--- config.mk ---
export PLATFORM = sky130hd
export DESIGN_NAME = case_item_scanner_flat
export DESIGN_NICKNAME = d
export VERILOG_FILES = /design/src/rtl/case_scan_pkg.sv /design/src/rtl/case_item_scanner_if.sv /design/src/rtl/case_operand_ext.sv /design/src/rtl/case_item_scanner.sv /design/src/flat_wrapper.sv
export SDC_FILE = /design/constraint.sdc
export NUM_CORES = 1
export LEC_CHECK = 0
export BUFFER_PORTS_ARGS = -buffer_cell sky130_fd_sc_hd__buf_2
export CAP_MARGIN = 0
export CORE_UTILIZATION = 45
export CTS_CLUSTER_DIAMETER = 120
export DETAILED_ROUTE_END_ITERATION = 7
export HOLD_SLACK_MARGIN = 0.03
export SLEW_MARGIN = 20
export SYNTH_ARGS = -nofsm -noshare
export SYNTH_HDL_FRONTEND = slang
export SYNTH_SLANG_ARGS = --single-unit
--- constraint.sdc ---
create_clock -name clk -period 4.1 [get_ports clk]
set_clock_uncertainty 0.1 [all_clocks]
set_input_delay 0.82 -clock clk [delete_from_list [all_inputs] [get_ports clk]]
set_output_delay 0.82 -clock clk [all_outputs]
set_load 0.03 [all_outputs]
--- src/rtl/case_scan_pkg.sv ---
`default_nettype none
// +-----------------------------------------------------------------------------+
// | case_scan_pkg : shared types, widths and helpers for case_item_scanner      |
// | Rev 1.0                                                                     |
// +-----------------------------------------------------------------------------+
package case_scan_pkg;

  localparam int c_SEL_W   = 4;
  localparam int c_N_ITEMS = 8;
  localparam int c_IDX_W   = $clog2(c_N_ITEMS);
  localparam int c_WW      = $clog2(c_SEL_W + 1);

  typedef enum logic [1:0] {
    ST_IDLE  = 2'd0,
    ST_CTX   = 2'd1,
    ST_MATCH = 2'd2,
    ST_DONE  = 2'd3
  } scan_state_e;

  typedef struct packed {
    logic               en;
    logic [c_SEL_W-1:0] val;
    logic [c_WW-1:0]    w;
    logic               sgn;
`ifdef CASE_SCAN_WILDCARD_EN
    logic [c_SEL_W-1:0] mask;
`endif
  } item_entry_t;

  typedef struct packed {
    logic               hit;
    logic [c_IDX_W-1:0] idx;
    logic               dflt;
  } scan_result_t;

  // A zero width means one bit; anything wider than the datapath saturates.
  function automatic logic [c_WW-1:0] norm_w(input logic [c_WW-1:0] w);
    logic [c_WW-1:0] r;
    if (w == '0)                     r = c_WW'(1);
    else if (w > c_WW'(c_SEL_W))     r = c_WW'(c_SEL_W);
    else                             r = w;
    return r;
  endfunction

  function automatic logic [c_SEL_W-1:0] width_mask(input logic [c_WW-1:0] w);
    logic [c_SEL_W-1:0] m;
    for (int i = 0; i < c_SEL_W; i++) m[i] = (i < int'(w));
    return m;
  endfunction

endpackage
`default_nettype wire

--- src/rtl/case_item_scanner_if.sv ---
`default_nettype none
// +-----------------------------------------------------------------------------+
// | case_item_scanner_if : table-write, request and result handshake bundle    |
// | Optional CASE_SCAN_WILDCARD_EN adds item_mask.  Rev 1.0                     |
// +-----------------------------------------------------------------------------+
interface case_item_scanner_if;
  import case_scan_pkg::*;

  logic               item_we;
  logic [c_IDX_W-1:0] item_idx;
  logic               item_en;
  logic [c_SEL_W-1:0] item_val;
  logic [c_WW-1:0]    item_w;
  logic               item_signed;
`ifdef CASE_SCAN_WILDCARD_EN
  logic [c_SEL_W-1:0] item_mask;
`endif
  logic               in_valid;
  logic               in_ready;
  logic [c_SEL_W-1:0] sel_val;
  logic [c_WW-1:0]    sel_w;
  logic               sel_signed;
  logic               out_valid;
  logic               out_ready;
  logic               out_hit;
  logic [c_IDX_W-1:0] out_idx;
  logic               out_default;

  modport master (
    output item_we, item_idx, item_en, item_val, item_w, item_signed,
`ifdef CASE_SCAN_WILDCARD_EN
    output item_mask,
`endif
    output in_valid, sel_val, sel_w, sel_signed, out_ready,
    input  in_ready, out_valid, out_hit, out_idx, out_default
  );

  modport slave (
    input  item_we, item_idx, item_en, item_val, item_w, item_signed,
`ifdef CASE_SCAN_WILDCARD_EN
    input  item_mask,
`endif
    input  in_valid, sel_val, sel_w, sel_signed, out_ready,
    output in_ready, out_valid, out_hit, out_idx, out_default
  );
endinterface
`default_nettype wire

--- src/rtl/case_operand_ext.sv ---
`default_nettype none
// +-----------------------------------------------------------------------------+
// | case_operand_ext : truncate an operand to its own width, then sign- or     |
// | zero-extend it to the full datapath as the case context dictates. Rev 1.0  |
// +-----------------------------------------------------------------------------+
module case_operand_ext
  import case_scan_pkg::*;
(
  input  wire logic [c_SEL_W-1:0] val,
  input  wire logic [c_WW-1:0]    w,
  input  wire logic               is_signed,
  input  wire logic               ctx_s,
  output logic      [c_SEL_W-1:0] ext
);
  logic [c_SEL_W-1:0] w_mask;
  logic               w_msb;

  always_comb begin
    w_mask = width_mask(norm_w(w));
    // The top set bit of the mask marks the operand's own sign bit.
    w_msb  = |(val & w_mask & ~(w_mask >> 1));
    ext    = (val & w_mask) | ((is_signed && ctx_s && w_msb) ? ~w_mask : '0);
  end
endmodule
`default_nettype wire

--- src/rtl/case_item_scanner.sv ---
`default_nettype none
// +-----------------------------------------------------------------------------+
// | case_item_scanner : two-pass case-item scan (context, then first match)    |
// | Optional CASE_SCAN_WILDCARD_EN enables casez-style item masks.  Rev 1.0    |
// +-----------------------------------------------------------------------------+
module case_item_scanner
  import case_scan_pkg::*;
#(
  parameter int SEL_W   = c_SEL_W,
  parameter int N_ITEMS = c_N_ITEMS,
  parameter int IDX_W   = c_IDX_W,
  parameter int WW      = c_WW
) (
  input  wire logic          clk,
  input  wire logic          rst_n,
  case_item_scanner_if.slave bus
);
  localparam logic [1:0] c_S_IDLE  = ST_IDLE;
  localparam logic [1:0] c_S_CTX   = ST_CTX;
  localparam logic [1:0] c_S_MATCH = ST_MATCH;
  localparam logic [1:0] c_S_DONE  = ST_DONE;

  logic [1:0]       r_state;
  item_entry_t      r_tbl [N_ITEMS];
  logic [SEL_W-1:0] r_sel_val;
  logic [WW-1:0]    r_sel_w;
  logic             r_sel_s;
  logic [WW-1:0]    r_ctx_w;
  logic             r_ctx_s;
  logic [IDX_W-1:0] r_idx;
  scan_result_t     r_res;
  logic             r_out_valid;

  item_entry_t      w_cur;
  logic [WW-1:0]    w_item_w;
  logic [SEL_W-1:0] w_sel_ext;
  logic [SEL_W-1:0] w_item_ext;
  logic [SEL_W-1:0] w_dc;
  logic             w_eq;
  logic             w_last;

  assign w_cur    = r_tbl[r_idx];
  assign w_item_w = norm_w(w_cur.w);
  assign w_last   = (r_idx == IDX_W'(N_ITEMS - 1));

  case_operand_ext u_sel_ext (
    .val(r_sel_val), .w(r_sel_w), .is_signed(r_sel_s), .ctx_s(r_ctx_s), .ext(w_sel_ext)
  );

  case_operand_ext u_item_ext (
    .val(w_cur.val), .w(w_cur.w), .is_signed(w_cur.sgn), .ctx_s(r_ctx_s), .ext(w_item_ext)
  );

`ifdef CASE_SCAN_WILDCARD_EN
  // Only bits inside the item's own width may be don't-care.
  assign w_dc = w_cur.mask & width_mask(w_item_w);
`else
  assign w_dc = '0;
`endif

  assign w_eq = ~|((w_sel_ext ^ w_item_ext) & width_mask(r_ctx_w) & ~w_dc);

  always_ff @(posedge clk or negedge rst_n) begin
    if (!rst_n) begin
      r_state     <= c_S_IDLE;
      for (int i = 0; i < N_ITEMS; i++) r_tbl[i] <= '0;
      r_sel_val   <= '0;
      r_sel_w     <= '0;
      r_sel_s     <= 1'b0;
      r_ctx_w     <= '0;
      r_ctx_s     <= 1'b0;
      r_idx       <= '0;
      r_res       <= '0;
      r_out_valid <= 1'b0;
    end else begin
      case (r_state)
        c_S_IDLE: begin
          if (bus.item_we) begin
            r_tbl[bus.item_idx].en  <= bus.item_en;
            r_tbl[bus.item_idx].val <= bus.item_val;
            r_tbl[bus.item_idx].w   <= bus.item_w;
            r_tbl[bus.item_idx].sgn <= bus.item_signed;
`ifdef CASE_SCAN_WILDCARD_EN
            r_tbl[bus.item_idx].mask <= bus.item_mask;
`endif
          end
          if (bus.in_valid) begin
            r_sel_val <= bus.sel_val;
            r_sel_w   <= norm_w(bus.sel_w);
            r_sel_s   <= bus.sel_signed;
            r_ctx_w   <= norm_w(bus.sel_w);
            r_ctx_s   <= bus.sel_signed;
            r_idx     <= '0;
            r_state   <= c_S_CTX;
          end
        end
        c_S_CTX: begin
          if (w_cur.en) begin
            if (w_item_w > r_ctx_w) r_ctx_w <= w_item_w;
            if (!w_cur.sgn)         r_ctx_s <= 1'b0;
          end
          r_idx <= w_last ? '0 : r_idx + IDX_W'(1);
          if (w_last) r_state <= c_S_MATCH;
        end
        c_S_MATCH: begin
          if (w_cur.en && w_eq) begin
            r_res       <= '{hit: 1'b1, idx: r_idx, dflt: 1'b0};
            r_out_valid <= 1'b1;
            r_state     <= c_S_DONE;
          end else if (w_last) begin
            r_res       <= '{hit: 1'b0, idx: '0, dflt: 1'b1};
            r_out_valid <= 1'b1;
            r_state     <= c_S_DONE;
          end else begin
            r_idx <= r_idx + IDX_W'(1);
          end
        end
        c_S_DONE: begin
          if (bus.out_ready) begin
            r_res       <= '0;
            r_out_valid <= 1'b0;
            r_state     <= c_S_IDLE;
          end
        end
        default: r_state <= c_S_IDLE;
      endcase
    end
  end

  assign bus.in_ready    = (r_state == c_S_IDLE);
  assign bus.out_valid   = r_out_valid;
  assign bus.out_hit     = r_res.hit;
  assign bus.out_idx     = r_res.idx;
  assign bus.out_default = r_res.dflt;

endmodule
`default_nettype wire
--- src/flat_wrapper.sv ---
// flat-port wrapper written by rule: the top's interface ports become plain ports
module case_item_scanner_flat import case_scan_pkg::*;
#(
  parameter int SEL_W   = c_SEL_W,
  parameter int N_ITEMS = c_N_ITEMS,
  parameter int IDX_W   = c_IDX_W,
  parameter int WW      = c_WW
)
  (clk, rst_n, bus_item_we, bus_item_idx, bus_item_en, bus_item_val, bus_item_w, bus_item_signed, bus_in_valid, bus_sel_val, bus_sel_w, bus_sel_signed, bus_out_ready, bus_in_ready, bus_out_valid, bus_out_hit, bus_out_idx, bus_out_default);
  case_item_scanner_if bus_i ();
  input  wire logic clk;
  input  wire logic rst_n;
  input wire logic [$bits(bus_i.item_we)-1:0] bus_item_we;
  input wire logic [$bits(bus_i.item_idx)-1:0] bus_item_idx;
  input wire logic [$bits(bus_i.item_en)-1:0] bus_item_en;
  input wire logic [$bits(bus_i.item_val)-1:0] bus_item_val;
  input wire logic [$bits(bus_i.item_w)-1:0] bus_item_w;
  input wire logic [$bits(bus_i.item_signed)-1:0] bus_item_signed;
  input wire logic [$bits(bus_i.in_valid)-1:0] bus_in_valid;
  input wire logic [$bits(bus_i.sel_val)-1:0] bus_sel_val;
  input wire logic [$bits(bus_i.sel_w)-1:0] bus_sel_w;
  input wire logic [$bits(bus_i.sel_signed)-1:0] bus_sel_signed;
  input wire logic [$bits(bus_i.out_ready)-1:0] bus_out_ready;
  output wire logic [$bits(bus_i.in_ready)-1:0] bus_in_ready;
  output wire logic [$bits(bus_i.out_valid)-1:0] bus_out_valid;
  output wire logic [$bits(bus_i.out_hit)-1:0] bus_out_hit;
  output wire logic [$bits(bus_i.out_idx)-1:0] bus_out_idx;
  output wire logic [$bits(bus_i.out_default)-1:0] bus_out_default;
  assign bus_i.item_we = bus_item_we;
  assign bus_i.item_idx = bus_item_idx;
  assign bus_i.item_en = bus_item_en;
  assign bus_i.item_val = bus_item_val;
  assign bus_i.item_w = bus_item_w;
  assign bus_i.item_signed = bus_item_signed;
  assign bus_i.in_valid = bus_in_valid;
  assign bus_i.sel_val = bus_sel_val;
  assign bus_i.sel_w = bus_sel_w;
  assign bus_i.sel_signed = bus_sel_signed;
  assign bus_i.out_ready = bus_out_ready;
  assign bus_in_ready = bus_i.in_ready;
  assign bus_out_valid = bus_i.out_valid;
  assign bus_out_hit = bus_i.out_hit;
  assign bus_out_idx = bus_i.out_idx;
  assign bus_out_default = bus_i.out_default;
  case_item_scanner #(.SEL_W(SEL_W), .N_ITEMS(N_ITEMS), .IDX_W(IDX_W), .WW(WW)) u_core (.clk(clk), .rst_n(rst_n), .bus(bus_i));
endmodule
Yosys cells after proc, flatten, opt, wreduce, memory -nomap -nowiden
Index checks and enable logic that the tools add are counted.

storage, ports and cells
  register bits = 95
  input port bits = 25
  output and inout bits = 7
  logic and storage cells = 164

operators by class
  $add $sub $neg = 1
  order comparisons = 19
  equal/unequal tests = 13
  muxes and demuxes = 50
  bitwise logic cells = 14
  reductions and logical operators = 24

operator list
  cell                  count
  $bwmux W72            4
  $demux W9 S3          4
  $mux W3               13
  $bmux W9 S3           1
  $mux W9               3
  $and A4 B4 Y4         5
  $lt A1 B3 Y1 const A  6
  $lt A2 B3 Y1 const A  6
  $not A3 Y4            4
  $reduce_and A4 Y1     4
  $mux W5               3
  $mux W4               3
  $reduce_or A4 Y1      3
  $mux W2               5
  $ne A2 B2 Y1 const B  5
  $pmux W5 S2           1
  $gt A3 B3 Y1 const B  3
  $logic_not A3 Y1      3
  $pmux W3 S3           1
  $ge A4 B4 Y1 const B  2
  $mux W8               1
  $not A4 Y4            2
  $or A4 B4 Y4          2
  $pmux W2 S4           1
  19 further kinds      36

Logic depth before layout (Yosys ltp)
Gate-level depths: netlist of run 1.

  depth after elaboration = 21
  depth in mapped cells = 12
  gate-level depth less buffers = 11

Hierarchy
A second synthesis of run 1 with hierarchy kept.

second synthesis, totals
  cells, all modules = 358
  area, all modules = 4,813.4 sq um

by module, submodules not included
  module             instances  cells an instance  area an instance (sq um)  sequential area each (sq um)
  case_item_scanner  1          332                4,643.2                   2,377.3
  case_operand_ext   2          13                 85.1                      0.0

Least setup slack after synthesis of run 1
No wires, ideal clock.

  kind = reg-to-reg
  from = reg u_core.r_idx[0]
  to = reg u_core.r_idx[0]
  setup time = 0.125 ns
  arrival = 2.895 ns
  required time = 3.875 ns
  setup slack = 0.980 ns
  cell stages (with the launch flop) = 11
  path buffers = 2
  clock period less this slack = 3.120 ns
  cells stage by stage = dfrtp_1 -> buf_6 -> buf_4 -> mux4_2 -> mux2_2 -> xnor2_1 -> o221ai_1 -> a211o_1 -> o31ai_1 -> a221o_1 -> mux2_4

on the way
  longest elaborated chain between the ends = 21
  elaborated cells between the ends (all ways) = 35
  those cells by class = add/sub (1); order compare (5); eq/ne (3); mux (10); bitwise (8); reduce/logical (8)

RTL lines
  item                                                 line                                            RTL
  start, declared                                      case_item_scanner.sv:30                         logic [IDX_W-1:0] r_idx;
  start signal, assigned                               case_item_scanner.sv:102                        r_idx <= w_last ? '0 : r_idx + IDX_W'(1);
  start signal, assigned                               case_item_scanner.sv:115                        r_idx <= r_idx + IDX_W'(1);
  $not A3 Y4 (not written as such)                     case_item_scanner.sv:42                         assign w_cur = r_tbl[r_idx];
  $bmux W9 S3                                          case_item_scanner.sv:42
  $mux W9 (not written as such) (2 in a row)           case_item_scanner.sv:42
  $gt A3 B3 Y1                                         case_scan_pkg.sv:40                             else if (w > c_WW'(c_SEL_W)) r = c_WW'(c_SEL_W);
  $mux W3                                              case_scan_pkg.sv:40
  $mux W3                                              case_scan_pkg.sv:39                             if (w == '0) r = c_WW'(1);
  $lt A1 B3 Y1 / $lt A2 B3 Y1 (equally long branches)  case_scan_pkg.sv:47                             for (int i = 0; i < c_SEL_W; i++) m[i] = (i < int'(w));
  $and A4 B4 Y4 / $not A3 Y4 (equally long branches)   case_operand_ext.sv:21, case_operand_ext.sv:22
  (+4 left out)                                        -
  $or A4 B4 Y4                                         case_operand_ext.sv:22                          ext = (val & w_mask) | ((is_signed && ctx_s && w_msb) ? ~w_mask : '0);
  $xor A4 B4 Y4                                        case_item_scanner.sv:61                         assign w_eq = ~|((w_sel_ext ^ w_item_ext) & width_mask(r_ctx_w) & ~w_dc);
  $and A4 B4 Y4                                        case_item_scanner.sv:61
  $reduce_or A4 Y1                                     case_item_scanner.sv:61
  $logic_not A1 Y1                                     case_item_scanner.sv:61
  $logic_and A1 B1 Y1                                  case_item_scanner.sv:106                        if (w_cur.en && w_eq) begin
  $ne A2 B2 Y1 (no source line)                        -
  $reduce_and A4 Y1 (no source line)                   -

Parallel ways exist; a longest one is shown, timed or not. The select of a mux whose other input is x is not followed.
A chain may end at the register's enable or synchronous reset.

Worst setup path after layout of run 1
Ends and elaborated chain as after synthesis.

==> results_dict.tcl, run 1 <==
set metrics [dict create \
    status "complete, no violations" \
    layout_setup_ws_ns 0.603 \
    overflow 0 \
    synthesis.nets 393 \
    yosysWarnings 0 \
    max_freq_ghz 0.286 \
    timing.rr.start "u_core.r_idx[0]" \
    insertedDiodeCount 0 \
    synthArstFlopShare 1.00 \
    post-route-period-util 0.853 \
    hp-class "input port to asynchronous set/reset pin" \
    final_common_cell "dfrtp_1" \
    final_nets 434 \
    reg2reg_slack_ns 0.60 \
    netlist_area_sq_mm 0.00476 \
    end_kind "flop" \
    instances_no_fill 541 \
    grt_pass1_vias 3114 \
    layout_min_cycle_time_ns 3.50 \
    power.leakage_nw 2.40 \
    ant_nets 0 \
    grt_max_degree 53 \
    cts_resized 0 \
    relSlewSlack 0.226 \
    worstPathArrival_ns 3.65 \
    ys_dominant_reg_cell "dfrtp_1" \
    place_inst 525 \
    nFillCells 909 \
    ir_drop_v 0.000336 \
    yosysUniqueCellTypes 48 \
    place_congestion 0.825 \
    drtIter0Drc 143 \
    rsz0062_at_grt "no" \
    io_pins 32 \
    synthCells 359 \
    port_buffers 31 \
    post_cts_buffers 0 \
    worstRegToRegCells 9 \
    insertion_delay_ns 0.36 \
    grtUsageTotal 0.200 \
    powerDensity_mw_per_mm2 748 \
    clock-root-buffer "clkbuf_8" \
    ys_seq_elements 95 \
    antenna_found_initial 0 \
    core_sq_mm 0.0103 \
    routed_wl_microns 9940 \
    die_y_microns 105 \
    fin_tns_setup_ns 0 \
    dr.pass1.iters 4 \
    synth-seq-area-share 0.499 \
    finalHoldViolations 0 \
    r2r_end "u_core.r_idx[0]" \
    viasPerCell 5.51 \
    dieArea_sq_mm 0.0110 \
    dp_slack_ns 0.627 \
    final_cell_mix "dfrtp_1 (95), mux2_2 (83), buf_2 (30)" \
    drive_gt1_frac 0.398 \
    hold_buffers 0 \
    tightest_slew_ns 1.16 \
    start_util 0.464 \
    avgSynthCellArea_sq_um 13.3 \
    numCtsBuffers 9 \
    cp_max_fo 11 \
    chipWidth_microns 105 \
    clock_sinks 95 \
    cts_tree "yes" \
    grt_pass1_wl_microns 16600 \
    wire_per_inst_microns 18.4 \
    fin_util 0.514 \
    syn2layout_area_growth_pct 10.9 \
    worstSetupPathType "flop to flop" \
    critPathLaunchType "flop" \
    htreeDepth 3 \
    cts_buffer_depth 2 \
    final_max_slew_viol_count 0 \
    drc 0 \
    maxCapViolCount 0 \
    required_ns 4.25 \
    place_hpwl_microns 7010 \
    setup_viol 0 \
    path_clk_slew_ns 0.09 \
    row_count 37 \
    via_count 2981 \
    synth_edf_count 0 \
]
## stage by stage
| stage | hold WS, ns | total power, mW | instance area [sq um] |
|---|---|---|---|
| 2_1_floorplan | 0.370 | 2.99 | 4760 |
| 3_3_place_gp | 0.356 | 3.38 | 5110 |
| 3_5_place_dp | 0.367 | 3.42 | 5110 |
| 4_1_cts | 0.388 | 4.00 | 5290 |
| 5_1_grt | 0.403 | 4.27 | 5290 |
| 6_report | 0.379 | 3.96 | 5290 |
## cell type report
cell class / instances / area (sq um) / area share
inverter: 13 / 48.8 / 0.00923
multi-input combinational: 242 / 2290 / 0.434
timing repair buffer: 39 / 218 / 0.0412
clock inverter: 6 / 41.3 / 0.00781
sequential: 95 / 2380 / 0.450
tap: 136 / 170 / 0.0322
clock buffer: 10 / 138 / 0.0260
## state kept, by name, indices dropped and copies added, names as in the netlist
name,count
u_core.r_ctx_w,3
u_core.bus.out_default,1
u_core.r_sel_s,1
u_core.r_idx,3
u_core.bus.out_idx,3
u_core.r_state,2
u_core.r_tbl,72
u_core.bus.out_hit,1
u_core.bus.out_valid,1
u_core.r_sel_w,3
u_core.r_ctx_s,1
u_core.r_sel_val,4
## worst max path at each step
| stage | slack (ns) | endpoint | start | cells after the start |
|---|---|---|---|---|
| floorplan | 0.98 | u_core.r_idx[0] | u_core.r_idx[0] | 10 |
| global placement | 0.67 | u_core.r_idx[0] | u_core.r_idx[0] | 9 |
| detailed placement | 0.63 | u_core.r_idx[1] | u_core.r_idx[0] | 9 |
| CTS | 0.60 | u_core.r_idx[0] | u_core.r_idx[0] | 9 |
| global route | 0.46 | u_core.r_state[1] | u_core.r_idx[0] | 9 |
| finish | 0.60 | u_core.r_idx[0] | u_core.r_idx[0] | 9 |
## critical path: stages (launching register included)
cell and delay, ns:
dfrtp_1 0.59, buf_4 0.32, mux4_2 0.54, mux2_2 0.32
a21o_1 0.18, a221o_1 0.33, o211ai_2 0.19, o31ai_1 0.11
a221o_1 0.39, mux2_4 0.33
## routing by layer
layer / part of all wire / GRT usage / routed length, microns / vias up
met5: 0 / 0 / 0 / -
met2: 0.49 / 0.333 / 4870 / 48
met1: 0.47 / 0.265 / 4650 / 1509
met4: 0.013 / 0.0604 / 129 / 0
met3: 0.030 / 0.0387 / 302 / 11
li1: - / - / - / 1413
## Yosys cell counts, types with 2 or more instances
cell type	number	area share
mux4_2	16	0.076
a211oi_1	2	0.0032
mux2i_1	7	0.015
a21oi_1	7	0.0074
a221o_1	2	0.0042
nand3b_1	2	0.0032
o21ai_0	8	0.0084
xnor2_1	2	0.0037
nand2b_1	5	0.0066
a211o_1	2	0.0037
inv_1	13	0.010
a31oi_1	2	0.0026
a22o_1	4	0.0074
nand3_1	4	0.0042
a21o_1	5	0.0079
nor2_1	19	0.015
ha_1	9	0.024
nor3_1	4	0.0042
mux2_4	3	0.0095
nand2_1	25	0.020
dfrtp_1	95	0.50
nor2b_1	4	0.0053
mux4_1	2	0.011
mux2_2	83	0.20
clkbuf_1	5	0.0039
o211ai_1	2	0.0032
and2_1	3	0.0039
o221ai_1	2	0.0037
or3_1	3	0.0039
## where the power goes
group | switching (mW) | internal, mW
combinational | 0.785 | 0.934
sequential | 0.289 | 1.38
clock | 0.326 | 0.240
total | 1.40 | 2.56
## logic make-up after synthesis
logic type,Yosys count,share of synthesized area
adders and majority gates,9,0.0236
AOI/OAI and AO/OA,46,0.0704
DFF,95,0.499
buffers and inverters,22,0.0200
xor gates and xnor gates,3,0.00552
and+or+nand+nor,72,0.0722
muxes,112,0.309
Note: power is estimated with default switching activity, not from simulation.
==> run 2, diff against run 1 <==
Settings changed: PLACE_DENSITY set to 0.58.
==> results_dict.tcl, run 2 (synthesis results as in run 1) <==
set metrics [dict create \
    reg2reg_slack_ns 0.79 \
    busiest_layer "met2" \
    worstPathArrival_ns 3.47 \
    post_cts_buffers 0 \
    largest_reg_flops 72 \
    dr.pass1.iters 4 \
    setup_viol 0 \
    worstRegToRegCells 9 \
    final_common_cell "dfrtp_1" \
    row_count 37 \
    drc 0 \
    required_ns 4.27 \
    layout_setup_ws_ns 0.791 \
    chipWidth_microns 105 \
    grt_util_met2 0.314 \
    critPathLaunchType "flop" \
    nFillCells 922 \
    timing.rr.start "u_core.r_idx[1]" \
    finalHoldViolations 0 \
    final_max_slew_viol_count 0 \
    cp_max_fo 11 \
    syn2layout_area_growth_pct 10.6 \
    ir_drop_v 0.000290 \
    wire_per_inst_microns 18.5 \
    dieArea_sq_mm 0.0110 \
    grt_max_degree 41 \
    crit_family "multiplexers" \
    ant_nets 0 \
    startpoint "u_core.r_idx[1]" \
    place_congestion 0.769 \
    dpl_cell_area_sq_mm 0.00509 \
    final_cell_mix "dfrtp_1 (95), mux2_2 (83), buf_2 (30)" \
    routed_wl_microns 9960 \
    worstSetupPathType "flop to flop" \
    antenna_found_initial 0 \
    crit_cells 9 \
    port_buffers 31 \
    numCtsBuffers 9 \
    insertion_delay_ns 0.37 \
    status "complete, no violations" \
    grt_pass1_vias 3080 \
    dp_slack_ns 0.806 \
    r2r_end "u_core.r_idx[0]" \
    fin_tns_setup_ns 0 \
    final_nets 432 \
    cts_buffer_depth 2 \
    path_clk_slew_ns 0.09 \
    critical_path.slowest_cell "dfrtp_1" \
    clock_sinks 95 \
    drtIter0Drc 102 \
    io_pins 32 \
    insertedDiodeCount 0 \
    die_y_microns 105 \
    layout_min_cycle_time_ns 3.31 \
    powerDensity_mw_per_mm2 752 \
    grt_util_met1 0.274 \
    overflow 0 \
    rsz0062_at_grt "no" \
    grtUsageTotal 0.201 \
    post-route-period-util 0.807 \
    power.leakage_nw 2.39 \
    crit_chain "buf_4, mux4_2, mux2_2, xnor2_1, o221ai_1, a211o_1, o31ai_1, a221o_1, mux2_4" \
    core_sq_mm 0.0103 \
    maxCapViolCount 0 \
    hp-class "input port to asynchronous set/reset pin" \
    met3_usage 0.0368 \
    htreeDepth 3 \
    place_hpwl_microns 6950 \
    critPathBufInv 1 \
    grt_pass1_wl_microns 16600 \
    end_kind "flop" \
    tightest_slew_ns 1.14 \
    drive_gt1_frac 0.395 \
    max_freq_ghz 0.302 \
    cp_slowest_stage_delay_ns 0.67 \
    relSlewSlack 0.239 \
    viasPerCell 5.53 \
    clock-root-buffer "clkbuf_8" \
    via_count 2981 \
    reg.largest.list "u_core.r_tbl (72), u_core.r_sel_val (4)" \
    fin_area_sq_mm 0.00527 \
    cts_tree "yes" \
    hold_buffers 0 \
    start_util 0.464 \
    setup.worst_path.end "u_core.r_idx[0]" \
    cts_resized 0 \
    top_register "u_core.r_tbl" \
]
## run 2: cell types whose count changed in the layout (fill, tap and decap cells not counted), sizes merged
cell,previous run,this run
inv,16,14
buf,39,37
clkbuf,10,11
clkinv,3,4
## run 2: how the worst min path moves through the flow
stage	slack [ns]	endpoint	depth (start not counted)	startpoint
floorplan	0.37	u_core.r_sel_s	2	u_core.r_sel_s
global placement	0.36	u_core.bus.out_hit	1	u_core.bus.out_hit
detailed placement	0.37	u_core.bus.out_hit	1	u_core.bus.out_hit
CTS	0.31	u_core.r_tbl[0]	1	rst_n
global route	0.33	u_core.r_tbl[63]	1	rst_n
finish	0.30	u_core.r_tbl[63]	1	rst_n
## run 2: power breakdown
part,internal [mW],switching [mW]
sequential,1.38,0.291
combinational,0.932,0.789
clock,0.238,0.332
total,2.55,1.41
## run 2: metal layers
layer | wire [microns] | up-vias
li1 | - | 1401
met4 | 219 | 0
met3 | 227 | 16
met1 | 4810 | 1524
met2 | 4700 | 40
met5 | 0 | -
## run 2: final cells by class
| type | instances | area (sq um) | area share |
|---|---|---|---|
| multi-input cells | 242 | 2290 | 0.436 |
| inverters | 13 | 48.8 | 0.00926 |
| clock buffers | 11 | 141 | 0.0268 |
| flip-flops and latches | 95 | 2380 | 0.451 |
| well taps | 136 | 170 | 0.0323 |
| repair buffers | 37 | 203 | 0.0385 |
| clock inverters | 5 | 32.5 | 0.00618 |
## run 2: through the flow
stage | hold WS [ns] | utilization | power (mW) | std cells
2_1_floorplan | 0.370 | - | 2.99 | 359
3_3_place_gp | 0.363 | 0.495 | 3.38 | 523
3_5_place_dp | 0.368 | 0.495 | 3.42 | 523
4_1_cts | 0.308 | 0.512 | 4.00 | 539
5_1_grt | 0.327 | 0.513 | 4.27 | 539
6_report | 0.299 | 0.513 | 3.96 | 539
==> run 3, diff against run 2 <==
Clock period 4.1 ns to 3.2 ns, I/O delays scaled along.
==> results_dict.tcl, run 3 (synthesis results as in run 1) <==
set metrics [dict create \
    status "complete, no violations" \
    cts_tree "yes" \
    antenna_found_initial 1 \
    final_cell_mix "dfrtp_1 (94), mux2_2 (80), buf_2 (30)" \
    routed_wl_microns 10600 \
    setup_viol 0 \
    cts_buffer_depth 2 \
    clock-root-buffer "clkbuf_8" \
    grt_max_degree 96 \
    core_sq_mm 0.0103 \
    drc 0 \
    reg2reg_slack_ns 0.08 \
    final_common_cell "dfrtp_1" \
    grt_pass1_vias 3189 \
    nFillCells 913 \
    seq_area_sq_mm 0.00238 \
    numCtsBuffers 9 \
    grtUsageTotal 0.207 \
    wire_per_inst_microns 18.9 \
    final_nets 450 \
    port_buffers 31 \
    clock_sinks 95 \
    drive_gt1_frac 0.437 \
    required_ns 3.37 \
    reg.largest.list "u_core.r_tbl (72), u_core.r_sel_val (4)" \
    end_kind "flop" \
    powerDensity_mw_per_mm2 1010 \
    fin_util 0.540 \
    grt_pass1_wl_microns 17200 \
    layout_setup_ws_ns 0.0795 \
    multi_input_area_sq_mm 0.00231 \
    io_pins 32 \
    htreeDepth 3 \
    worstSetupPathType "flop to flop" \
    dr.pass1.iters 4 \
    p_comb_frac 0.435 \
    dieArea_sq_mm 0.0110 \
    p_int_mw 3.72 \
    die_y_microns 105 \
    overflow 0 \
    switchingPower_mw 1.88 \
    finalHoldViolations 0 \
    hold_buffers 0 \
    ant_nets 0 \
    dp_slack_ns 0.00109 \
    via_count 3077 \
    rsz0062_at_grt "yes" \
    power.leakage_nw 2.53 \
    final_max_slew_viol_count 0 \
    pwr-share-clk 0.182 \
    maxCapViolCount 0 \
    place_congestion 0.827 \
    place_hpwl_microns 7190 \
    critPathLaunchType "flop" \
    layout_min_cycle_time_ns 3.12 \
    chipWidth_microns 105 \
    post-route-period-util 0.975 \
    start_util 0.464 \
    relSlewSlack 0.615 \
    top_register "u_core.r_tbl" \
    seqPwrFrac 0.383 \
    worstPathArrival_ns 3.29 \
    hp-class "input port to asynchronous set/reset pin" \
    path_clk_slew_ns 0.10 \
    row_count 37 \
    syn2layout_area_growth_pct 16.4 \
    max_freq_ghz 0.320 \
    tightest_slew_ns 0.578 \
    drtIter0Drc 120 \
    viasPerCell 5.51 \
    largest_reg_flops 72 \
    cp_max_fo 5 \
    insertion_delay_ns 0.37 \
    switching_share 0.336 \
    ir_drop_v 0.000383 \
]
run 3: power groups by stage:
stage               sequential (mW)  combinational, mW  clock [mW]
global route                   2.22               2.68        1.09
CTS                            2.13               2.35        1.04
detailed placement             2.16               2.32           0
finish                         2.15               2.44        1.02
global placement               2.13               2.27           0
floorplan                      2.05               1.78           0
run 3: metal layers:
metal  wire length, microns  global-route usage  vias to the layer above
met4                    188              0.0755                        0
met1                   4990               0.279                     1591
met5                      0                   0                        -
li1                       -                   -                     1430
met3                    266              0.0381                       11
met2                   5110               0.334                       45
run 3: final cells by class:
class / count / share of cell area
Sequential cell: 95 / 0.429
Multi-Input combinational cell: 242 / 0.417
Timing Repair Buffer: 55 / 0.0665
Tap cell: 136 / 0.0307
Clock buffer: 12 / 0.0298
Clock inverter: 4 / 0.0178
Inverter: 13 / 0.00880
Antenna cell: 1 / 0.000451
run 3: worst paths after layout:
check,from,cells past startpoint,to
min reg2reg,u_core.bus.out_hit,1,u_core.bus.out_hit
min,rst_n,2,u_core.r_tbl[54]
max reg2reg,u_core.r_idx[0],9,u_core.r_idx[0]
max in group asynchronous,rst_n,2,u_core.r_sel_val[3]
max,u_core.r_idx[0],9,u_core.r_idx[0]
min in group clk,u_core.bus.out_hit,1,u_core.bus.out_hit
run 3: through the flow:
step | area [sq um] | power [mW] | instances | setup TNS, ns | hold slack [ns]
after global placement | 5220 | 4.40 | 538 | 0 | 0.359
final | 5550 | 5.60 | 558 | 0 | 0.176
after global routing | 5550 | 5.99 | 558 | -0.159 | 0.258
after detailed placement | 5220 | 4.48 | 538 | 0 | 0.367
after floorplan | 4760 | 3.83 | 359 | 0 | 0.244
after CTS | 5490 | 5.52 | 555 | 0 | 0.234
run 3: critical path: stages, from the launching register on:
cell and delay (ns):
dfrtp_2 0.47, buf_6 0.16, mux4_2 0.49, mux2_4 0.31
a21o_1 0.17, a221o_1 0.30, o211ai_2 0.21, o31ai_1 0.10
a221o_1 0.37, mux2_4 0.32
run 3: timing repair:
| action | in CTS | in global routing |
|---|---|---|
| cloned | 0 | 0 |
| resized for setup | 2 | 13 |
| pin swaps | 1 | 6 |
| setup buffers | 1 | 2 |
| setup endpoints to repair | 2 | 6 |
